===== src/rtl/motor_cmd_scheduler.sv =====
// rtl/motor_cmd_scheduler.sv - fixed-priority frame scheduler for the motor-board SPI master
module motor_cmd_scheduler #(
    parameter int unsigned HEARTBEAT_CYCLES = 1_000_000,
    parameter int unsigned WATCHDOG_CYCLES  = 5_000_000,
    parameter int unsigned GAP_CYCLES       = 16,
    parameter int unsigned START_TIMEOUT    = 4
) (
    input  logic        clk,
    input  logic        rst_n,
    input  logic        estop_req,
    input  logic        cnn_cmd_valid,
    input  logic [2:0]  cnn_cmd,
    input  logic        tx_busy,
    output logic [7:0]  tx_data,
    output logic        tx_start,
    output logic        watchdog_tripped,
    output logic [2:0]  last_cmd,
    output logic [15:0] frames_sent,
    output logic        sched_busy
);

    // Counters fire one cycle before they would reach the terminal value, then saturate there.
    localparam logic [31:0] HB_LAST  = 32'(HEARTBEAT_CYCLES - 1);
    localparam logic [31:0] HB_FIRE  = 32'(HEARTBEAT_CYCLES - 2);
    localparam logic [31:0] WD_LAST  = 32'(WATCHDOG_CYCLES - 1);
    localparam logic [31:0] WD_FIRE  = 32'(WATCHDOG_CYCLES - 2);
    localparam logic [15:0] GAP_LAST = 16'(GAP_CYCLES - 1);
    localparam logic [15:0] TMO_LAST = 16'(START_TIMEOUT - 1);

    typedef enum logic [2:0] {
        ST_IDLE,
        ST_LAUNCH,
        ST_WAIT_BUSY,
        ST_WAIT_DONE,
        ST_GAP
    } state_t;

    typedef enum logic [1:0] {
        SRC_ESTOP,
        SRC_WD,
        SRC_CNN,
        SRC_HB
    } src_t;

    state_t      state_q;
    src_t        src_q;
    src_t        sel_src;
    logic [7:0]  sel_frame;
    logic [7:0]  tx_data_q;
    logic        tx_start_q;
    logic [2:0]  last_cmd_q;
    logic [15:0] frames_q;
    logic [15:0] timer_q;

    logic        estop_pend_q, estop_pend_d;
    logic        wd_pend_q, wd_pend_d;
    logic        cnn_pend_q, cnn_pend_d;
    logic        hb_pend_q, hb_pend_d;
    logic [2:0]  cnn_cmd_q, cnn_cmd_d;
    logic [31:0] wd_cnt_q, wd_cnt_d;
    logic [31:0] hb_cnt_q, hb_cnt_d;
    logic        wd_trip_q, wd_trip_d;

    logic        any_pend;
    logic        launch_go;
    logic        wd_fire;
    logic        hb_fire;

    // Pick the highest-priority pending request and build its frame byte.
    always_comb begin
        sel_src   = SRC_HB;
        sel_frame = {5'b01010, last_cmd_q};
        if (estop_pend_q) begin
            sel_src   = SRC_ESTOP;
            sel_frame = 8'hF8;
        end else if (wd_pend_q) begin
            sel_src   = SRC_WD;
            sel_frame = 8'hA8;
        end else if (cnn_pend_q) begin
            sel_src   = SRC_CNN;
            sel_frame = {5'b10101, cnn_cmd_q};
        end
    end

    assign any_pend  = estop_pend_q | wd_pend_q | cnn_pend_q | hb_pend_q;
    assign launch_go = (state_q == ST_IDLE) && any_pend && !tx_busy;
    assign wd_fire   = !cnn_cmd_valid && (wd_cnt_q == WD_FIRE);
    assign hb_fire   = !tx_start_q && (hb_cnt_q == HB_FIRE);

    // Next-state for request flags and timers; a new request wins over the launch-time clear.
    always_comb begin
        estop_pend_d = estop_pend_q;
        wd_pend_d    = wd_pend_q;
        cnn_pend_d   = cnn_pend_q;
        hb_pend_d    = hb_pend_q;
        cnn_cmd_d    = cnn_cmd_q;
        wd_cnt_d     = wd_cnt_q;
        hb_cnt_d     = hb_cnt_q;
        wd_trip_d    = wd_trip_q;

        if (launch_go) begin
            case (sel_src)
                SRC_ESTOP: estop_pend_d = 1'b0;
                SRC_WD:    wd_pend_d    = 1'b0;
                SRC_CNN:   cnn_pend_d   = 1'b0;
                default:   hb_pend_d    = 1'b0;
            endcase
        end

        if (estop_req) begin
            estop_pend_d = 1'b1;
        end

        if (cnn_cmd_valid) begin
            cnn_pend_d = 1'b1;
            cnn_cmd_d  = cnn_cmd;
            wd_cnt_d   = '0;
            wd_trip_d  = 1'b0;
        end else if (wd_cnt_q != WD_LAST) begin
            wd_cnt_d = wd_cnt_q + 32'd1;
        end

        if (wd_fire) begin
            wd_pend_d = 1'b1;
            wd_trip_d = 1'b1;
        end

        if (tx_start_q) begin
            hb_cnt_d = '0;
        end else if (hb_cnt_q != HB_LAST) begin
            hb_cnt_d = hb_cnt_q + 32'd1;
        end

        if (hb_fire) begin
            hb_pend_d = 1'b1;
        end
    end

    // Request flag and timer registers.
    always_ff @(posedge clk or negedge rst_n) begin
        if (!rst_n) begin
            estop_pend_q <= 1'b0;
            wd_pend_q    <= 1'b0;
            cnn_pend_q   <= 1'b0;
            hb_pend_q    <= 1'b0;
            cnn_cmd_q    <= '0;
            wd_cnt_q     <= '0;
            hb_cnt_q     <= '0;
            wd_trip_q    <= 1'b0;
        end else begin
            estop_pend_q <= estop_pend_d;
            wd_pend_q    <= wd_pend_d;
            cnn_pend_q   <= cnn_pend_d;
            hb_pend_q    <= hb_pend_d;
            cnn_cmd_q    <= cnn_cmd_d;
            wd_cnt_q     <= wd_cnt_d;
            hb_cnt_q     <= hb_cnt_d;
            wd_trip_q    <= wd_trip_d;
        end
    end

    // Frame FSM: launch, wait for the master to take it, retry on no response, then enforce the gap.
    always_ff @(posedge clk or negedge rst_n) begin
        if (!rst_n) begin
            state_q    <= ST_IDLE;
            src_q      <= SRC_ESTOP;
            tx_data_q  <= '0;
            tx_start_q <= 1'b0;
            last_cmd_q <= '0;
            frames_q   <= '0;
            timer_q    <= '0;
        end else begin
            tx_start_q <= 1'b0;
            case (state_q)
                ST_IDLE: begin
                    if (launch_go) begin
                        state_q    <= ST_LAUNCH;
                        src_q      <= sel_src;
                        tx_data_q  <= sel_frame;
                        tx_start_q <= 1'b1;
                    end
                end
                ST_LAUNCH: begin
                    state_q <= ST_WAIT_BUSY;
                    timer_q <= '0;
                end
                ST_WAIT_BUSY: begin
                    if (tx_busy) begin
                        state_q <= ST_WAIT_DONE;
                    end else if (timer_q == TMO_LAST) begin
                        state_q    <= ST_LAUNCH;
                        tx_start_q <= 1'b1;
                    end else begin
                        timer_q <= timer_q + 16'd1;
                    end
                end
                ST_WAIT_DONE: begin
                    if (!tx_busy) begin
                        state_q  <= ST_GAP;
                        timer_q  <= '0;
                        frames_q <= frames_q + 16'd1;
                        if (src_q != SRC_HB) begin
                            last_cmd_q <= tx_data_q[2:0];
                        end
                    end
                end
                ST_GAP: begin
                    if (timer_q == GAP_LAST) begin
                        state_q <= ST_IDLE;
                    end else begin
                        timer_q <= timer_q + 16'd1;
                    end
                end
                default: state_q <= ST_IDLE;
            endcase
        end
    end

    assign tx_data          = tx_data_q;
    assign tx_start         = tx_start_q;
    assign watchdog_tripped = wd_trip_q;
    assign last_cmd         = last_cmd_q;
    assign frames_sent      = frames_q;
    assign sched_busy       = (state_q != ST_IDLE);

endmodule


===== config.mk =====
export PLATFORM = sky130hd
export DESIGN_NAME = motor_cmd_scheduler
export DESIGN_NICKNAME = d
export VERILOG_FILES = /design/src/rtl/motor_cmd_scheduler.sv
export SDC_FILE = /design/constraint.sdc
export NUM_CORES = 1
export LEC_CHECK = 0
export CORE_MARGIN = 10
export CORE_UTILIZATION = 40
export DETAILED_ROUTE_END_ITERATION = 10
export SLEW_MARGIN = 20
export SYNTH_ARGS = -nofsm -noshare
export SYNTH_HDL_FRONTEND = slang
export SYNTH_SLANG_ARGS = --single-unit
export TNS_END_PERCENT = 1

===== constraint.sdc =====
create_clock -name clk -period 2.1 [get_ports clk]
set_input_delay 0.315 -clock clk [delete_from_list [all_inputs] [get_ports clk]]
set_output_delay 0.315 -clock clk [all_outputs]
set_load 0.02 [all_outputs]

==> results of run 1 <==
synth_stat cells (all sizes together) (2+ instances only):
cell type and count:
a21o 2, a21oi 25, a31oi 15, a41oi 4
and2 8, and3 9, and4 11, buf 15
clkbuf 13, dfrtp 118, ha 6, inv 15
mux2 6, mux2i 5, nand2 62, nand2b 4
nand3 40, nand4 27, nor2 69, nor2b 3
nor3 15, nor4 25, nor4b 6, o21ai 18
o31ai 6, o41ai 5, or2 4, or3 10
or4 5, xnor2 39, xor2 24
state kept, by name, summed over array words and instances (netlist names):
signal	cells
cnn_cmd_q	3
timer_q	16
frames_sent	16
tx_start	1
hb_cnt_q	32
cnn_pend_q	1
src_q	2
estop_pend_q	1
tx_data	5
hb_pend_q	1
wd_cnt_q	32
last_cmd	3
state_q	3
wd_pend_q	1
watchdog_tripped	1
per-stage QoR:
step	worst slack, ns	utilization, %
floorplan	0.278	-
global placement	-0.00907	45.8
detailed placement	-0.0679	45.8
CTS	0.0675	49.7
global route	0.0104	49.9
finish	0.144	49.9
layout by cell type (no fill, tap or decap), types with 9 or more instances in the layout:
cell type / count
or3_1: 10
nor3_1: 10
nand3_1: 38
and3_1: 9
nand4_1: 26
a21oi_1: 25
nand2_1: 61
o21ai_0: 17
xor2_1: 24
clkbuf_16: 17
nor2_1: 69
a31oi_1: 15
and4_1: 11
inv_1: 15
xnor2_1: 39
clkdlybuf4s50_1: 35
nor4_1: 17
dfrtp_1: 118
buf_4: 26
kinds of logic (layout without fill, tap and decap cells):
| logic type | count (synthesis) | in the layout | share of synthesized area, % |
|---|---|---|---|
| and+or+nand+nor | 303 | 303 | 27.5 |
| DFF | 118 | 118 | 48.7 |
| AOI/OAI and AO/OA | 81 | 81 | 8.29 |
| xor gates and xnor gates | 63 | 63 | 9.09 |
| buffers and inverters | 43 | 110 | 3.28 |
| muxes | 11 | 11 | 1.94 |
| adders and majority gates | 6 | 6 | 1.24 |
timing repair:
action	CTS	global route
pin swaps	0	1
gates resized for setup	1	4
setup endpoints to repair	1	19
hold buffers	1	0
endpoints found under the hold margin	26	0
report_power, final:
group          internal [W]  switching, W
registers           0.00252      0.000297
clock network       0.00177      0.000992
logic              0.000732       0.00102
total               0.00501       0.00231
layer usage:
metal  vias to the layer above  share of wire, %
li1                       2358                 -
met4                         0               1.6
met5                         -                 0
met2                       101                48
met3                        15               4.2
met1                      2376                46
final timing paths:
path                                  from              end  slack, ns  depth (start not counted)
hold reg to reg            frames_sent[15]  frames_sent[15]       0.47                          1
setup reg to reg              hb_cnt_q[10]     hb_cnt_q[18]       0.14                          6
max in group asynchronous            rst_n     wd_cnt_q[25]       1.04                          3
setup / recovery              hb_cnt_q[10]     hb_cnt_q[18]       0.14                          6
hold / removal                       rst_n     hb_cnt_q[13]       0.38                          2
min in group clk           frames_sent[15]  frames_sent[15]       0.47                          1
final cells by class:
| class | instances | area, µm² |
|---|---|---|
| clock buffers | 23 | 498 |
| repair buffers | 64 | 584 |
| multi-input cells | 464 | 2940 |
| fillers | 1352 | 7370 |
| flip-flops and latches | 118 | 2950 |
| clock inverters | 8 | 72.6 |
| inverters | 15 | 56.3 |
| well taps | 184 | 230 |
==> out/qor.csv, run 1 <==
metric,value,unit
run status,finished clean,
crit-path max FO,10,
DR WL/cell,15.5,µm
RSZ-0062 raised after global routing,no,
relative max-transition margin,61.1,%
Slew Limit Fails,0,
fin cells,876,
initial antenna violation count,0,
Post-Syn Nets,639,
post-synth top area share,48.7,%
final worst-path cycle share,93.2,%
worst setup path class,reg2reg,
GRT met3 Usage,3.42,%
GR Overflow Total,0,
Finished Cell Area,7330,µm²
number of global-route vias before repair,4880,
DRC violations left,0,
GR Util All Layers,14.1,%
cells after synthesis,625,
clk sinks,118,
Yosys Warn Count,0,
post-CTS setup buffer count,0,
Arrival @ worst endpoint,2.23,ns
Mapped Area,6070,µm²
syn_area_per_cell,9.71,µm²
Slowest Stage Delay on Critical Path,0.49,ns
Fin. Hold Viols,0,
Area Growth Syn to Fin,20.8,%
Hold Path Class,in2async,
ys async rst share,100,%
layout cells sized above 1,12.4,%
Pre-antenna DRT Iters,4,
WHS,0.382,ns
ranking of synthesized cells by area,"dfrtp_1, xnor2_1, nor2_1",
Critical path buffers and inverters,1,
Initial Utilization,41.3,%
crit-path cells,nor4b_1 > nand4_1 > nor3_4 > buf_4 > or4_1 > a21oi_1,
DP HPWL,9520,µm
GR Util met1,17.6,%
first-pass GRT wire length,23600,µm
vias per cell,5.54,
fmax,511,MHz
VDD IR-drop max,637,µV
Port Buffer Count,37,
"Reg clk slew, reported paths",0.05,ns
gpl congestion,0.796,
Seq cells post-synth,118,
Final setup viols,0,
"Clk Latency, worst-skew pair",0.41,ns
worst path required time,2.38,ns
Via Count,4850,
slew at the pin closest to its max-slew limit,0.578,ns
met2 GRT Util,22.8,%
Tmin final,1.96,ns
final net count,694,
die area,20500,µm²
Netlist cell types,55,
drt initial violations,380,
num rows,44,
total core area,14700,µm²
Chip Height,143,µm
Top Family by Delay on Critical Path,simple AND/OR/NAND/NOR gates,
Post-synth EDFFs,0,
post-synth top area cell,dfrtp_1,
Worst Setup Start Kind,flip-flop,
htree depth,4,
chip width,143,µm
# diodes,0,
Total Power,0.00732,W
root buf cell,clkbuf_16,
GRT busiest layer,met2,
placed inst area,6730,µm²
Pwr per Cell Area,999,nW/µm²
CTS tree,done,
Fin Setup TNS,0,ns
CTS max path bufs,2,
TritonCTS buffer count,17,
Worst Setup End Kind,flip-flop,
clk_skew,0.00578,ns
max-cap viol count,0,
DRT antenna net count,0,
sequential area share after synthesis,48.7,%
Inst Count DP,844,
Ports,38,
P_leak,3.06,nW
total routed wirelength,13600,µm
pin count of the biggest net entering global routing,38,
dominant synthesized flop cell,dfrtp_1,
crit path max-delay cell type,nor4b_1,
(Power assumes the default switching activity.)
==> inputs of run 2 (changes only) <==
--- a/config.mk
+++ b/config.mk
@@ -5,6 +5,7 @@
 export SDC_FILE = /design/constraint.sdc
 export NUM_CORES = 1
 export LEC_CHECK = 0
+export ABC_AREA = 1
 export CORE_MARGIN = 10
 export CORE_UTILIZATION = 40
 export DETAILED_ROUTE_END_ITERATION = 10
==> run 2 against run 1 <==
  * Register-to-register slack better by 0.16 ns
  * Critical path depth down 3
  * Combinational power fell by 8%
  * Final cell count grew 43%
  * Largest cell class is now multi-input gates
  * Critical endpoint is now sched_busy
  * Via count increased by 24%
  * Wire length rose by 20%
  * Largest power group is now clock
  * Fmax down 2.1%
  * Sequential cell count did not move
  * Clock power grew 12%
  * Clock skew is 0.0032 ns higher
  * The run now ends with hold timing left
  * Clock-buffer cell count decreased by 4
  * Sequential share of layout area is 4.0 points lower
==> out/qor.csv, run 2 <==
metric,value,unit,change
vias per cell,4.80,,-13%
# diodes,0,,unchanged
DRC violations left,0,,unchanged
Hold Path Class,in2async,,
CTS tree,done,,
Slew Limit Fails,0,,unchanged
total routed wirelength,16300,µm,+20%
gpl congestion,0.879,,+10%
sequential area share after synthesis,42.8,%,-5.8 points
"most common cell after layout, fill and taps aside",nand2_1,,
Tmin final,2.00,ns,+0.0414 ns
Initial Utilization,41.1,%,-0.16 points
post-synth top area share,42.8,%,-5.8 points
Fin Setup TNS,0,ns,unchanged
layout cells sized above 1,7.54,%,-4.9 points
ranking of synthesized cells by area,"dfrtp_1, nand2_1, nor2_1",,
Via Count,6017,,+24%
post-synth top area cell,dfrtp_1,,
pin count of the biggest net entering global routing,119,,+210%
number of gates resized after cts,0,,-1
Yosys Warn Count,0,,unchanged
die area,22900,µm²,+12%
GR Util All Layers,14.8,%,+0.71 points
final net count,1035,,+49%
max-cap viol count,0,,unchanged
Fin. Hold Viols,9,,+9
Netlist cell types,38,,-31%
Regs by FF count,"hb_cnt_q (32), wd_cnt_q (32)",,
Ports,38,,unchanged
Post-Syn Nets,987,,+54%
Clock Power Share,41.3,%,+3.6 points
final worst-path cycle share,95.1,%,+2.0 points
drt initial violations,322,,-15%
Sw Share,32.0,%,+0.53 points
ys async rst share,100,%,unchanged
Worst Setup End Kind,output pin,,
htree depth,4,,unchanged
combinational power share,21.6,%,-2.3 points
P_leak,3.68,nW,+20%
hold buffer count at cts,0,,-1
failing checks,hold timing,,
clk_skew,0.00894,ns,+0.00316 ns
cell with the most instances after synthesis,nand2_1,,
fillers,1701,,+26%
first-pass GRT wire length,27600,µm,+17%
Net Sw Power,0.00239,W,+3.7%
Worst Setup Start Kind,flip-flop,,
GR Overflow Total,0,,unchanged
Pint,0.00508,W,+1.2%
WHS,-0.0378,ns,-0.420 ns
crit-path cells,nor2_4 > nand2_1 > clkdlybuf4s50_1,,
dominant synthesized flop cell,dfrtp_1,,
fmax,501,MHz,-2.1%
initial antenna violation count,0,,unchanged
clk sinks,118,,unchanged
DP HPWL,11800,µm,+24%
CTS max path bufs,2,,unchanged
DR WL/cell,13.0,µm,-16%
post-CTS setup buffer count,0,,unchanged
Final setup viols,0,,unchanged
Pwr per Cell Area,918,nW/µm²,-8.1%
Seq cells post-synth,118,,unchanged
Slowest Stage Delay on Critical Path,0.55,ns,+0.06 ns
number of global-route vias before repair,5727,,+17%
"Clk Latency, worst-skew pair",0.42,ns,about the same
cells after synthesis,973,,+56%
Synth top cells by count,"nand2_1, nor2_1, dfrtp_1",,
run status,finished with violations,,
most frequent cells in the layout,"nand2_1, nor2_1, dfrtp_1, inv_1, nand3_1",,
crit-path max FO,4,,-6
VDD IR-drop max,602,µV,-5.6%
worst path required time,1.78,ns,-0.60 ns
slew at the pin closest to its max-slew limit,0.654,ns,+0.0752 ns
Mapped Area,6890,µm²,+14%
Top Family by Delay on Critical Path,buffers and inverters,,
chip width,151,µm,+5.7%
root buf cell,clkbuf_16,,
Critical path buffers and inverters,1,,unchanged
Pre-antenna DRT Iters,5,,+1
relative max-transition margin,56.4,%,-4.7 points
syn_area_per_cell,7.08,µm²,-27%
RSZ-0062 raised after global routing,no,,
DRT antenna net count,0,,unchanged
Arrival @ worst endpoint,1.68,ns,-0.55 ns
worst setup path class,reg2out,,
Chip Height,151,µm,+5.7%
Seq pwr share,37.1,%,-1.3 points
TritonCTS buffer count,17,,unchanged
total core area,16800,µm²,+14%
Area Growth Syn to Fin,18.0,%,
Post-synth EDFFs,0,,unchanged
"Reg clk slew, reported paths",0.06,ns,about the same
Port Buffer Count,37,,unchanged
crit path max-delay cell type,clkdlybuf4s50_1,,
num rows,47,,+6.8%
run 2: cell types whose count changed in the layout (fill, tap and decap cells not counted), sizes merged, moves of 10 or more:
cell	before	now
o21ai	18	38
buf	27	7
or3	10	0
nand2	62	311
xnor2	39	11
and4	11	0
a31oi	15	1
nor4	25	1
inv	15	94
nor2	69	212
nand3	40	63
run 2: cell families after synthesis:
logic type / share of synthesized area, %
AOI/OAI and AO/OA: 5.57
xor gates and xnor gates: 4.83
adders and majority gates: 1.09
buffers and inverters: 6.35
DFF: 42.8
and+or+nand+nor: 39.3
run 2: final timing paths:
| check | from | end | slack (ns) | depth (start not counted) |
|---|---|---|---|---|
| hold reg to reg | cnn_cmd_q[2] | cnn_cmd_q[2] | 0.48 | 2 |
| max in group asynchronous | rst_n | frames_sent[9] | 1.64 | 2 |
| min in group clk | cnn_cmd_q[2] | cnn_cmd_q[2] | 0.48 | 2 |
| hold / removal | rst_n | hb_cnt_q[26] | -0.04 | 2 |
| setup reg to reg | hb_cnt_q[0] | hb_cnt_q[0] | 0.30 | 8 |
| setup / recovery | state_q[2] | sched_busy | 0.10 | 3 |
run 2: layout make-up:
cell class	instances	area, µm²	area share [%]
Tap cell	220	275	3.39
Timing Repair Buffer	43	425	5.23
Multi-Input combinational cell	747	3500	43.1
Sequential cell	118	2950	36.3
Clock inverter	13	180	2.22
Inverter	94	353	4.34
Clock buffer	19	443	5.45
run 2: per-layer routing:
metal | up-vias | global-route usage [%] | part of all wire [%]
li1 | 3156 | - | -
met1 | 2770 | 19.6 | 49
met2 | 78 | 23.7 | 46
met3 | 13 | 3.79 | 3.9
met4 | 0 | 3.61 | 0.81
met5 | - | 0 | 0
run 2: power groups by stage:
stage | registers, W | clock network (W) | logic (W)
final | 0.00277 | 0.00309 | 0.00161
after global routing | 0.00281 | 0.00325 | 0.00181
after CTS | 0.00277 | 0.00314 | 0.00164
after detailed placement | 0.00281 | 0 | 0.00163
after global placement | 0.00281 | 0 | 0.00163
after floorplan | 0.00286 | 0 | 0.00106
run 2: through the flow:
step                      cells  area (µm²)  setup WS [ns]  util, %  power (W)
after floorplan             973        6890          0.607        -    0.00392
after global placement     1222        7510          0.313     44.8    0.00443
after detailed placement   1222        7510          0.250     44.8    0.00444
after CTS                  1254        8130         0.0763     48.5    0.00756
after global routing       1254        8130         0.0343     48.5    0.00786
final                      1254        8130          0.102     48.5    0.00747
==> inputs of run 3 (changes only) <==
--- a/config.mk
+++ b/config.mk
@@ -5,7 +5,7 @@
 export SDC_FILE = /design/constraint.sdc
 export NUM_CORES = 1
 export LEC_CHECK = 0
-export ABC_AREA = 1
+export ABC_AREA = 0
 export CORE_MARGIN = 10
 export CORE_UTILIZATION = 40
 export DETAILED_ROUTE_END_ITERATION = 10
==> results of run 3 <==
No change in the layout: final DEF, timing and power equal those of run 1.
